===== config.mk =====
export PLATFORM = sky130hd
export DESIGN_NAME = mdu_exec
export DESIGN_NICKNAME = d
export VERILOG_FILES = /design/src/rtl/mdu_exec_pkg.sv /design/src/rtl/mdu_exec_div_iter.sv /design/src/rtl/mdu_exec.sv
export SDC_FILE = /design/constraint.sdc
export NUM_CORES = 2
export LEC_CHECK = 0
export ABC_CLOCK_PERIOD_IN_PS = 10400
export BUFFER_PORTS_ARGS = -buffer_cell sky130_fd_sc_hd__buf_2
export CAP_MARGIN = 20
export CORE_UTILIZATION = 50
export CTS_CLUSTER_DIAMETER = 60
export DETAILED_ROUTE_END_ITERATION = 6
export PLACE_DENSITY_LB_ADDON = 0.3
export SYNTH_ARGS = -nofsm -noshare
export SYNTH_HDL_FRONTEND = slang
export SYNTH_SLANG_ARGS = --single-unit

===== constraint.sdc =====
create_clock -name clk -period 10.4 [get_ports clk]
set_input_delay 0.52 -clock clk [delete_from_list [all_inputs] [get_ports clk]]
set_output_delay 0.52 -clock clk [all_outputs]
set_load 0.1 [all_outputs]

===== src/rtl/mdu_exec_pkg.sv =====
// Shared types and constants for the execute-stage multiply/divide unit.
// Opcode encodings for MADD/MADDU/MSUB/MSUBU exist here in every build.
package mdu_exec_pkg;

  localparam int DIV_ITERS = 32;
  localparam int CNT_W     = $clog2(DIV_ITERS);

  typedef enum logic [3:0] {
    MULT  = 4'd0,
    MULTU = 4'd1,
    DIV   = 4'd2,
    DIVU  = 4'd3,
    MTHI  = 4'd4,
    MTLO  = 4'd5,
    MADD  = 4'd6,
    MADDU = 4'd7,
    MSUB  = 4'd8,
    MSUBU = 4'd9
  } mdu_op_t;

  typedef enum logic [1:0] {
    IDLE = 2'd0,
    RUN  = 2'd1,
    DONE = 2'd2
  } mdu_state_t;

  function automatic logic [31:0] neg_if(input logic neg, input logic [31:0] v);
    return neg ? (~v + 32'd1) : v;
  endfunction

endpackage


===== src/rtl/mdu_exec_div_iter.sv =====
// Unsigned radix-2 restoring divider datapath: load latches the operands,
// each step retires one quotient bit. q_step/r_step show the post-step result.
module div_iter
  import mdu_exec_pkg::*;
(
  input  logic        clk,
  input  logic        load,
  input  logic        step,
  input  logic [31:0] dividend,
  input  logic [31:0] divisor,
  output logic [31:0] q_step,
  output logic [31:0] r_step
);

  logic [63:0] rq;
  logic [31:0] dvsr;
  logic [33:0] diff;
  logic        fits;

  // The partial remainder is shifted left before the compare, so it needs 33 bits.
  always_comb begin
    diff   = {1'b0, rq[63:31]} - {2'b00, dvsr};
    fits   = ~diff[33];
    r_step = fits ? diff[31:0] : rq[62:31];
    q_step = {rq[30:0], fits};
  end

  // NOTE: pure datapath registers are always loaded before use, so they carry no reset.
  always_ff @(posedge clk) begin
    if (load) begin
      rq   <= {32'd0, dividend};
      dvsr <= divisor;
    end else if (step) begin
      rq   <= {r_step, q_step};
    end
  end

endmodule


===== src/rtl/mdu_exec.sv =====
// Execute-stage MDU with architectural HI/LO; iterative divide stalls EX.
// Define MDU_MADD_EN to enable MADD/MADDU/MSUB/MSUBU; otherwise they are no-ops.
module mdu_exec
  import mdu_exec_pkg::*;
(
  input  logic        clk,
  input  logic        rst,
  input  logic        start,
  input  mdu_op_t     op,
  input  logic [31:0] src_a,
  input  logic [31:0] src_b,
  input  logic        flush,
  output logic        stall_reqE_mdu,
  output logic        busy,
  output logic [31:0] hi,
  output logic [31:0] lo
);

  mdu_state_t       state, state_next;
  logic [CNT_W-1:0] count;
  logic             div_load, div_step, div_finish;
  logic             accept, is_div, is_signed;
  logic             mul_signed;
  logic [63:0]      product;
  logic             q_neg, r_neg, div_zero;
  logic [31:0]      dividend_raw;
  logic [31:0]      q_step, r_step;
  logic [31:0]      a_mag, b_mag;

  assign accept     = start && !flush && (state == IDLE);
  assign is_div     = (op == DIV) || (op == DIVU);
  assign is_signed  = (op == DIV);
  assign mul_signed = (op == MULT) || (op == MADD) || (op == MSUB);
  assign product    = {{32{mul_signed & src_a[31]}}, src_a} *
                      {{32{mul_signed & src_b[31]}}, src_b};
  assign a_mag      = neg_if(is_signed & src_a[31], src_a);
  assign b_mag      = neg_if(is_signed & src_b[31], src_b);
  assign busy       = (state == RUN);

  // NOTE: every combinational output gets a default first so no latch is inferred.
  always_comb begin
    state_next     = state;
    div_load       = 1'b0;
    div_step       = 1'b0;
    div_finish     = 1'b0;
    stall_reqE_mdu = 1'b0;
    case (state)
      IDLE: if (accept && is_div) begin
        stall_reqE_mdu = 1'b1;
        div_load       = 1'b1;
        state_next     = RUN;
      end
      RUN: if (flush) begin
        state_next = IDLE;
      end else begin
        stall_reqE_mdu = 1'b1;
        div_step       = 1'b1;
        if (count == CNT_W'(DIV_ITERS - 1)) begin
          div_finish = 1'b1;
          state_next = DONE;
        end
      end
      DONE:    state_next = IDLE;
      default: state_next = IDLE;
    endcase
  end

  // NOTE: sequential state uses non-blocking assignments so every flop samples pre-edge values.
  always_ff @(posedge clk) begin
    if (!rst) begin
      state <= IDLE;
      count <= '0;
    end else begin
      state <= state_next;
      if (div_load)      count <= '0;
      else if (div_step) count <= count + CNT_W'(1);
    end
  end

  always_ff @(posedge clk) begin
    if (div_load) begin
      q_neg        <= is_signed & (src_a[31] ^ src_b[31]);
      r_neg        <= is_signed & src_a[31];
      div_zero     <= (src_b == 32'd0);
      dividend_raw <= src_a;
    end
  end

  div_iter u_div_iter (
    .clk      (clk),
    .load     (div_load),
    .step     (div_step),
    .dividend (a_mag),
    .divisor  (b_mag),
    .q_step   (q_step),
    .r_step   (r_step)
  );

  always_ff @(posedge clk) begin
    if (!rst) begin
      hi <= 32'd0;
      lo <= 32'd0;
    end else if (div_finish) begin
      lo <= div_zero ? 32'hFFFF_FFFF : neg_if(q_neg, q_step);
      hi <= div_zero ? dividend_raw  : neg_if(r_neg, r_step);
    end else if (accept) begin
      case (op)
        MULT, MULTU: {hi, lo} <= product;
        MTHI:        hi <= src_a;
        MTLO:        lo <= src_a;
`ifdef MDU_MADD_EN
        MADD, MADDU: {hi, lo} <= {hi, lo} + product;
        MSUB, MSUBU: {hi, lo} <= {hi, lo} - product;
`endif
        default: ;
      endcase
    end
  end

endmodule

# Word-level counts from Yosys, hierarchy flattened
# Index checks and enable logic that the tools add are counted.
word_totals:
  ff_bits: 202
  elab_cells: 87
  output_inout_bits: 66
op_classes:
  n_addsub: 6
  n_bitwise: 12
  eq_ne: 11
  n_mul: 1
  mux: 27
  reduce_logical: 19
ops:
  columns: ["operator", "count"]
  rows:
  - ["two-way mux 32 bit", 13]
  - ["adder 32 x 1 -> 32 bit (second input constant)", 4]
  - ["inverter 32 bit", 4]
  - ["one-hot mux 32 bit (2 select lines)", 2]
  - ["multiplier 33 x 33 -> 64 bit", 1]
  - ["subtractor 33 x 32 -> 34 bit", 1]
  - ["logical NOT 32 bit", 1]
  - ["equality test 4 x 3 -> 1 bit (second input constant)", 3]
  - ["equality test 4 x 2 -> 1 bit (second input constant)", 2]
  - ["two-way mux 1 bit", 7]
  - ["two-way mux 2 bit", 3]
  - ["AND reduction 2 bit", 3]
  - ["nonzero test 3 bit", 2]
  - ["adder 5 x 1 -> 5 bit (second input constant)", 1]
  - ["bitwise AND 1 bit", 5]
  - ["equality test 5 bit (second input constant)", 1]
  - ["equality test 4 x 1 -> 1 bit (second input constant)", 1]
  - ["equality test 4 bit (second input constant)", 1]
  - ["logical NOT 4 bit", 1]
  - ["one-hot mux 2 bit (2 select lines)", 1]
  - ["nonzero test 2 bit", 2]
  - ["OR reduction 2 bit", 2]
  - ["logical AND 1 bit", 3]
  - ["logical OR 1 bit", 3]
  - ["other kinds (8)", 9]

# Longest topological paths before layout
depth:
  word_depth: 8
  mapped_depth: 35

# Cells and area by module
# Synthesis repeated with hierarchy kept, for this count alone.
hier_totals:
  hier_cells: 5856
  hier_area_um2: 51832.2
modules_own_cells:
  columns: ["module", "instances", "cells_each", "area_each_um2"]
  rows:
  - ["mdu_exec", 1, 5213, 45658.8]
  - ["div_iter", 1, 643, 6173.4]

# Worst setup path before layout
# No wires, ideal clock.
synth_timing:
  kind: "input to register"
  from: "input op[1]"
  to: "register hi[27]"
  cell_stages: 33
  slack_ns: 1.422
  arrival_time_ns: 8.862
  cell_sequence: "clkbuf_1 > nor2b_1 > a211oi_1 > clkbuf_1 > and2_1 > clkbuf_1 > nand2_1 > inv_1 > fa_1 > fa_1 > fa_1 > fa_1 > inv_1 > fa_1 > inv_1 > fa_1 > inv_1 > fa_1 > fa_1 > inv_1 > ha_1 > clkbuf_1 > nand2_1 > o21a_1 > nand2_1 > a211oi_1 > nor4_1 > nand2_1 > o2111ai_1 > nand2_1 > xnor2_1 > a221o_1 > a41o_1"
synth_via:
  elab_chain_cells: 8
  word_cells_on_any_way: 16
synth_rtl:
  columns: ["element", "line_no", "rtl"]
  rows:
  - ["start: declaration", "mdu_exec.sv:9", "input mdu_op_t op,"]
  - ["equality test 4 x 3 -> 1 bit / logical NOT 4 bit (equally long branches)", "mdu_exec.sv:33, mdu_exec.sv:107", null]
  - ["logical OR 1 bit (2 in a row)", "mdu_exec.sv:33", "assign mul_signed = (op == MULT) || (op == MADD) || (op == MSUB);"]
  - ["bitwise AND 1 bit, on equally long branches", "mdu_exec.sv:34, mdu_exec.sv:35", null]
  - ["multiplier 33 x 33 -> 64 bit", "mdu_exec.sv:34", "assign product = {{32{mul_signed & src_a[31]}}, src_a} *"]
  - ["one-hot mux 32 bit (2 select lines)", "mdu_exec.sv:107", "case (op)"]
  - ["two-way mux 32 bit", "mdu_exec.sv:106", "end else if (accept) begin"]
  - ["two-way mux 32 bit", "mdu_exec.sv:103", "end else if (div_finish) begin"]
  - ["end signal: assignment", "mdu_exec.sv:105", "hi <= div_zero ? dividend_raw : neg_if(r_neg, r_step);"]
  - ["end signal: assignment", "mdu_exec.sv:108", "MULT, MULTU: {hi, lo} <= product;"]
  - ["end signal: assignment", "mdu_exec.sv:109", "MTHI: hi <= src_a;"]
  - ["end: declaration", "mdu_exec.sv:15", "output logic [31:0] hi,"]
# Parallel ways exist; a longest one is shown, timed or not. The select of a mux whose other input is x is not followed.
# A chain may end at the register's enable or synchronous reset.

# Final worst setup path
layout_timing:
  from: "input op[3]"
  to: "register hi[24]"
# The elaborated chain is that of the path after synthesis.

==> metrics.txt <==
# TYPE chip_impl_metric gauge
chip_impl_metric{name="cts_buffer_depth",unit=""} 3
chip_impl_info{name="cp-start-kind",value="primary input"} 1
chip_impl_metric{name="h-tree-depth",unit=""} 1
chip_impl_metric{name="synth-compound-area-share",unit="%"} 8.919
chip_impl_metric{name="critPathMaxFanout",unit=""} 21
chip_impl_metric{name="timing.critical_path.required",unit="ns"} 10.76
chip_impl_metric{name="routed_wire_length_per_instance",unit="um"} 23.90
chip_impl_info{name="tritoncts_clock_tree",value="built"} 1
chip_impl_metric{name="clkLatencyLatePin",unit="ns"} 0.52
chip_impl_info{name="critical_path.reg2reg.startpoint",value="u_div_iter.dvsr[1]"} 1
chip_impl_metric{name="total_setup_violations_reported_at_the_end_of_the_flow",unit=""} 0
chip_impl_metric{name="grt_overflow_total",unit=""} 0
chip_impl_metric{name="synth_seq_area_share",unit="%"} 9.771
chip_impl_metric{name="detailroute.via_count",unit=""} 41528
chip_impl_metric{name="r2r_cells",unit=""} 16
chip_impl_info{name="crit_path_end_kind",value="flop"} 1
chip_impl_metric{name="share_of_final_layout_standard_cells_stronger_than_drive_strength_1",unit="%"} 5.885
chip_impl_metric{name="detail_route.wirelength",unit="um"} 171500
chip_impl_metric{name="first_iter_violations",unit=""} 3912
chip_impl_metric{name="asyncSetResetFlopFracSynth",unit="%"} 0
chip_impl_info{name="capture_point_of_the_worst_reg_to_reg_path",value="lo[26]"} 1
chip_impl_metric{name="clk_pin_slew_worst_paths",unit="ns"} 0.07
chip_impl_metric{name="synthSimpleGateAreaFrac",unit="%"} 15.59
chip_impl_metric{name="placement_rows",unit=""} 117
chip_impl_metric{name="synthMuxAreaShare",unit="%"} 0.8183
chip_impl_metric{name="grt_first_pass_wirelength",unit="um"} 261200
chip_impl_info{name="worst-setup-path-type",value="in2reg"} 1
chip_impl_metric{name="core-area",unit="um^2"} 102000
chip_impl_info{name="worst_path_max_delay_cell",value="sky130_fd_sc_hd__a2111oi_0"} 1
chip_impl_metric{name="place_congestion",unit=""} 1.030
chip_impl_metric{name="cts_post_setup_buffers_inserted",unit=""} 0
chip_impl_metric{name="worst_pin_slew",unit="ns"} 1.172
chip_impl_metric{name="yosysWarnings",unit=""} 0
chip_impl_metric{name="die_area",unit="um^2"} 104300
chip_impl_metric{name="drt_drc_violations_left",unit=""} 0
chip_impl_info{name="run_status",value="complete, no violations"} 1
chip_impl_metric{name="synthCells",unit=""} 5869
chip_impl_info{name="clockRootBuffer",value="sky130_fd_sc_hd__clkbuf_16"} 1
chip_impl_metric{name="cts-buffers-inserted",unit=""} 21
chip_impl_metric{name="io-pin-count",unit=""} 138
chip_impl_metric{name="die_w",unit="um"} 323.0
chip_impl_info{name="largest_family_of_logic_cells_by_synthesized_area",value="adder cells"} 1
chip_impl_metric{name="syn2layout_area_growth",unit="%"} 5.182
chip_impl_info{name="crit_path_frequent_cell",value="sky130_fd_sc_hd__fa_1"} 1
chip_impl_metric{name="setup_total_negative_slack",unit="ns"} 0
chip_impl_metric{name="synth_area",unit="um^2"} 51530
chip_impl_info{name="synth_ff_type",value="sky130_fd_sc_hd__dfxtp_1"} 1
chip_impl_metric{name="critical_path.max_stage_delay",unit="ns"} 0.79
chip_impl_info{name="worst_setup_path_endpoint",value="hi[24]"} 1
chip_impl_metric{name="tritoncts_num_sinks",unit=""} 202
chip_impl_metric{name="grt_pass1_vias",unit=""} 43085
chip_impl_metric{name="fmax",unit="GHz"} 0.1084
chip_impl_metric{name="cap_viol_max_count",unit=""} 0
chip_impl_metric{name="timing.slew.headroom",unit="%"} 21.18
chip_impl_metric{name="grt_start_max_net_pins",unit=""} 76
chip_impl_metric{name="ys_ff_latch",unit=""} 202
chip_impl_metric{name="critPathArrivalTime",unit="ns"} 9.58
chip_impl_metric{name="numPortBuffers",unit=""} 137
chip_impl_metric{name="floorplan.initialDensity",unit="%"} 50.50
chip_impl_info{name="crit_start",value="op[3]"} 1
chip_impl_metric{name="finalNetCount",unit=""} 7229
chip_impl_metric{name="final_min_period_over_clock_period",unit="%"} 88.67
chip_impl_metric{name="drt-pass1-iter-count",unit=""} 6
chip_impl_metric{name="route.antenna.remaining_nets",unit=""} 0
chip_impl_metric{name="final.min_clock_period",unit="ns"} 9.222
chip_impl_metric{name="fin_worst_skew",unit="ns"} 0.01798
chip_impl_info{name="timing.hold.worst.class",value="in2reg"} 1
chip_impl_metric{name="post_synth_xor_area_fraction",unit="%"} 3.502
chip_impl_metric{name="cts-resized-gates",unit=""} 0
chip_impl_metric{name="setup.reg_to_reg.worst_slack",unit="ns"} 4.92
chip_impl_metric{name="slew_violations",unit=""} 0
chip_impl_metric{name="hpwlAfterDp",unit="um"} 132600
chip_impl_metric{name="hold_viol",unit=""} 0
chip_impl_metric{name="syn-mean-instance-area",unit="um^2"} 8.780
chip_impl_info{name="grt_setup_unrepaired",value="no"} 1
chip_impl_metric{name="synth_area_in_adders",unit="%"} 49.84
chip_impl_metric{name="vias_per_cell",unit=""} 5.786
chip_impl_metric{name="syn_nets",unit=""} 7318
chip_impl_metric{name="antenna_found_initial",unit=""} 23
chip_impl_metric{name="fin_worst_hold_slack",unit="ns"} 0.4025
chip_impl_metric{name="cts_hold_buf",unit=""} 0
chip_impl_metric{name="track_usage",unit="%"} 33.56
chip_impl_metric{name="post_synth_num_cell_types",unit=""} 88
chip_impl_metric{name="fp.dieH",unit="um"} 323.0
chip_impl_metric{name="edff_count_synth",unit=""} 99
[area by class of cell]
cell class | count | area (um^2)
fillers | 9396 | 47840
clock inverters | 11 | 146.4
diodes | 15 | 37.54
multi-input cells | 4085 | 40570
flip-flops and latches | 202 | 5035
inverters | 1215 | 4561
well taps | 1368 | 1712
clock buffers | 26 | 564.3
repair buffers | 255 | 1572
[registers in the layout, indices dropped and copies added, names as in the netlist, 2 cells and up]
register / cells
state: 2
u_div_iter.rq: 64
hi: 32
dividend_raw: 32
u_div_iter.dvsr: 32
count: 5
lo: 32
[worst min-delay path by stage]
stage	startpoint	end	slack (ns)	cells after the start
2_1_floorplan	count[4]	count[4]	0.44	2
3_3_place_gp	lo[20]	lo[20]	0.44	2
3_5_place_dp	lo[20]	lo[20]	0.44	2
4_1_cts	src_a[0]	dividend_raw[0]	0.39	1
5_1_grt	src_a[0]	dividend_raw[0]	0.39	1
6_report	src_a[0]	dividend_raw[0]	0.40	1
[cells in the final DEF, fill, tap and decap left out, types with 103 or more instances in the layout]
| cell | count |
|---|---|
| sky130_fd_sc_hd__inv_1 | 1211 |
| sky130_fd_sc_hd__fa_1 | 1126 |
| sky130_fd_sc_hd__nand2_1 | 977 |
| sky130_fd_sc_hd__and2_1 | 294 |
| sky130_fd_sc_hd__ha_1 | 251 |
| sky130_fd_sc_hd__o21ai_0 | 190 |
| sky130_fd_sc_hd__nor2_1 | 176 |
| sky130_fd_sc_hd__a21oi_1 | 171 |
| sky130_fd_sc_hd__buf_2 | 137 |
| sky130_fd_sc_hd__buf_4 | 118 |
| sky130_fd_sc_hd__xnor2_1 | 112 |
| sky130_fd_sc_hd__dfxtp_1 | 103 |
[worst max-delay path, delay by kind of cell]
kind | cells | cell delay, ns
adder cells (fa/ha/maj) | 9 | 4.65
AND/OR/NAND/NOR | 9 | 1.80
AO/OA/AOI/OAI | 5 | 1.69
buffers and inverters | 5 | 0.75
XOR/XNOR | 1 | 0.13
[kinds of logic after synthesis]
family	Yosys count
buffers and inverters	1582
multiplexers	42
adder cells (fa/ha/maj)	1377
AND/OR/NAND/NOR	1752
XOR/XNOR	206
flip-flops	202
AO/OA/AOI/OAI	708
[routing by layer]
metal / up-vias / track usage (%) / part of all wire [%]
li1: 17725 / - / -
met1: 21007 / 44.39 / 39
met2: 2386 / 51.87 / 44
met3: 392 / 9.473 / 13
met4: 18 / 13.78 / 4.6
met5: - / 0 / 0.056
[through the flow]
| stage | utilization (%) | instance area (um^2) | setup slack, ns | instances |
|---|---|---|---|---|
| finish | 53.12 | 54200 | 1.178 | 7177 |
| global route | 53.09 | 54170 | 0.7174 | 7167 |
| CTS | 53.08 | 54160 | 1.278 | 7162 |
| detailed placement | 52.38 | 53450 | 0.7735 | 7125 |
| global placement | 52.38 | 53450 | 0.9852 | 7125 |
| floorplan | - | 51530 | 1.422 | 5869 |
[synthesized netlist by cell type (7+ instances only)]
cell / count / area [um^2]
sky130_fd_sc_hd__dfxtp_1: 103 / 2062
sky130_fd_sc_hd__and2_1: 294 / 1839
sky130_fd_sc_hd__nand2b_1: 22 / 137.6
sky130_fd_sc_hd__o21bai_1: 9 / 67.56
sky130_fd_sc_hd__mux2i_1: 41 / 410.4
sky130_fd_sc_hd__o221ai_1: 11 / 96.34
sky130_fd_sc_hd__xor2_1: 94 / 823.3
sky130_fd_sc_hd__nor2_1: 177 / 664.4
sky130_fd_sc_hd__a31oi_1: 27 / 168.9
sky130_fd_sc_hd__a21oi_1: 172 / 860.8
sky130_fd_sc_hd__o31ai_1: 33 / 247.7
sky130_fd_sc_hd__nand3_1: 41 / 205.2
sky130_fd_sc_hd__o211ai_1: 35 / 262.8
sky130_fd_sc_hd__inv_1: 1212 / 4549
sky130_fd_sc_hd__nor3_1: 56 / 280.3
sky130_fd_sc_hd__o41ai_1: 11 / 96.34
sky130_fd_sc_hd__a21o_1: 38 / 285.3
sky130_fd_sc_hd__edfxtp_1: 99 / 2973
sky130_fd_sc_hd__o21a_1: 19 / 142.6
sky130_fd_sc_hd__a31o_2: 8 / 70.07
sky130_fd_sc_hd__a21boi_0: 7 / 52.55
sky130_fd_sc_hd__ha_1: 251 / 3141
sky130_fd_sc_hd__or4_1: 12 / 90.09
sky130_fd_sc_hd__o21ai_0: 190 / 950.9
sky130_fd_sc_hd__a211oi_1: 38 / 285.3
sky130_fd_sc_hd__nor2b_1: 13 / 81.33
sky130_fd_sc_hd__nand2_1: 978 / 3671
sky130_fd_sc_hd__xnor2_1: 112 / 980.9
sky130_fd_sc_hd__and3_1: 42 / 262.8
sky130_fd_sc_hd__or2_2: 16 / 100.1
sky130_fd_sc_hd__buf_1: 54 / 202.7
sky130_fd_sc_hd__or3_1: 30 / 187.7
sky130_fd_sc_hd__fa_1: 1126 / 22540
sky130_fd_sc_hd__nand4_1: 21 / 131.4
sky130_fd_sc_hd__clkbuf_1: 305 / 1145
sky130_fd_sc_hd__nor4_1: 25 / 156.4
sky130_fd_sc_hd__o311ai_0: 8 / 70.07
sky130_fd_sc_hd__a221oi_1: 23 / 201.4
Power is not shown: default switching activity piles up to over one toggle a cycle in this logic, so the estimate is an artifact.
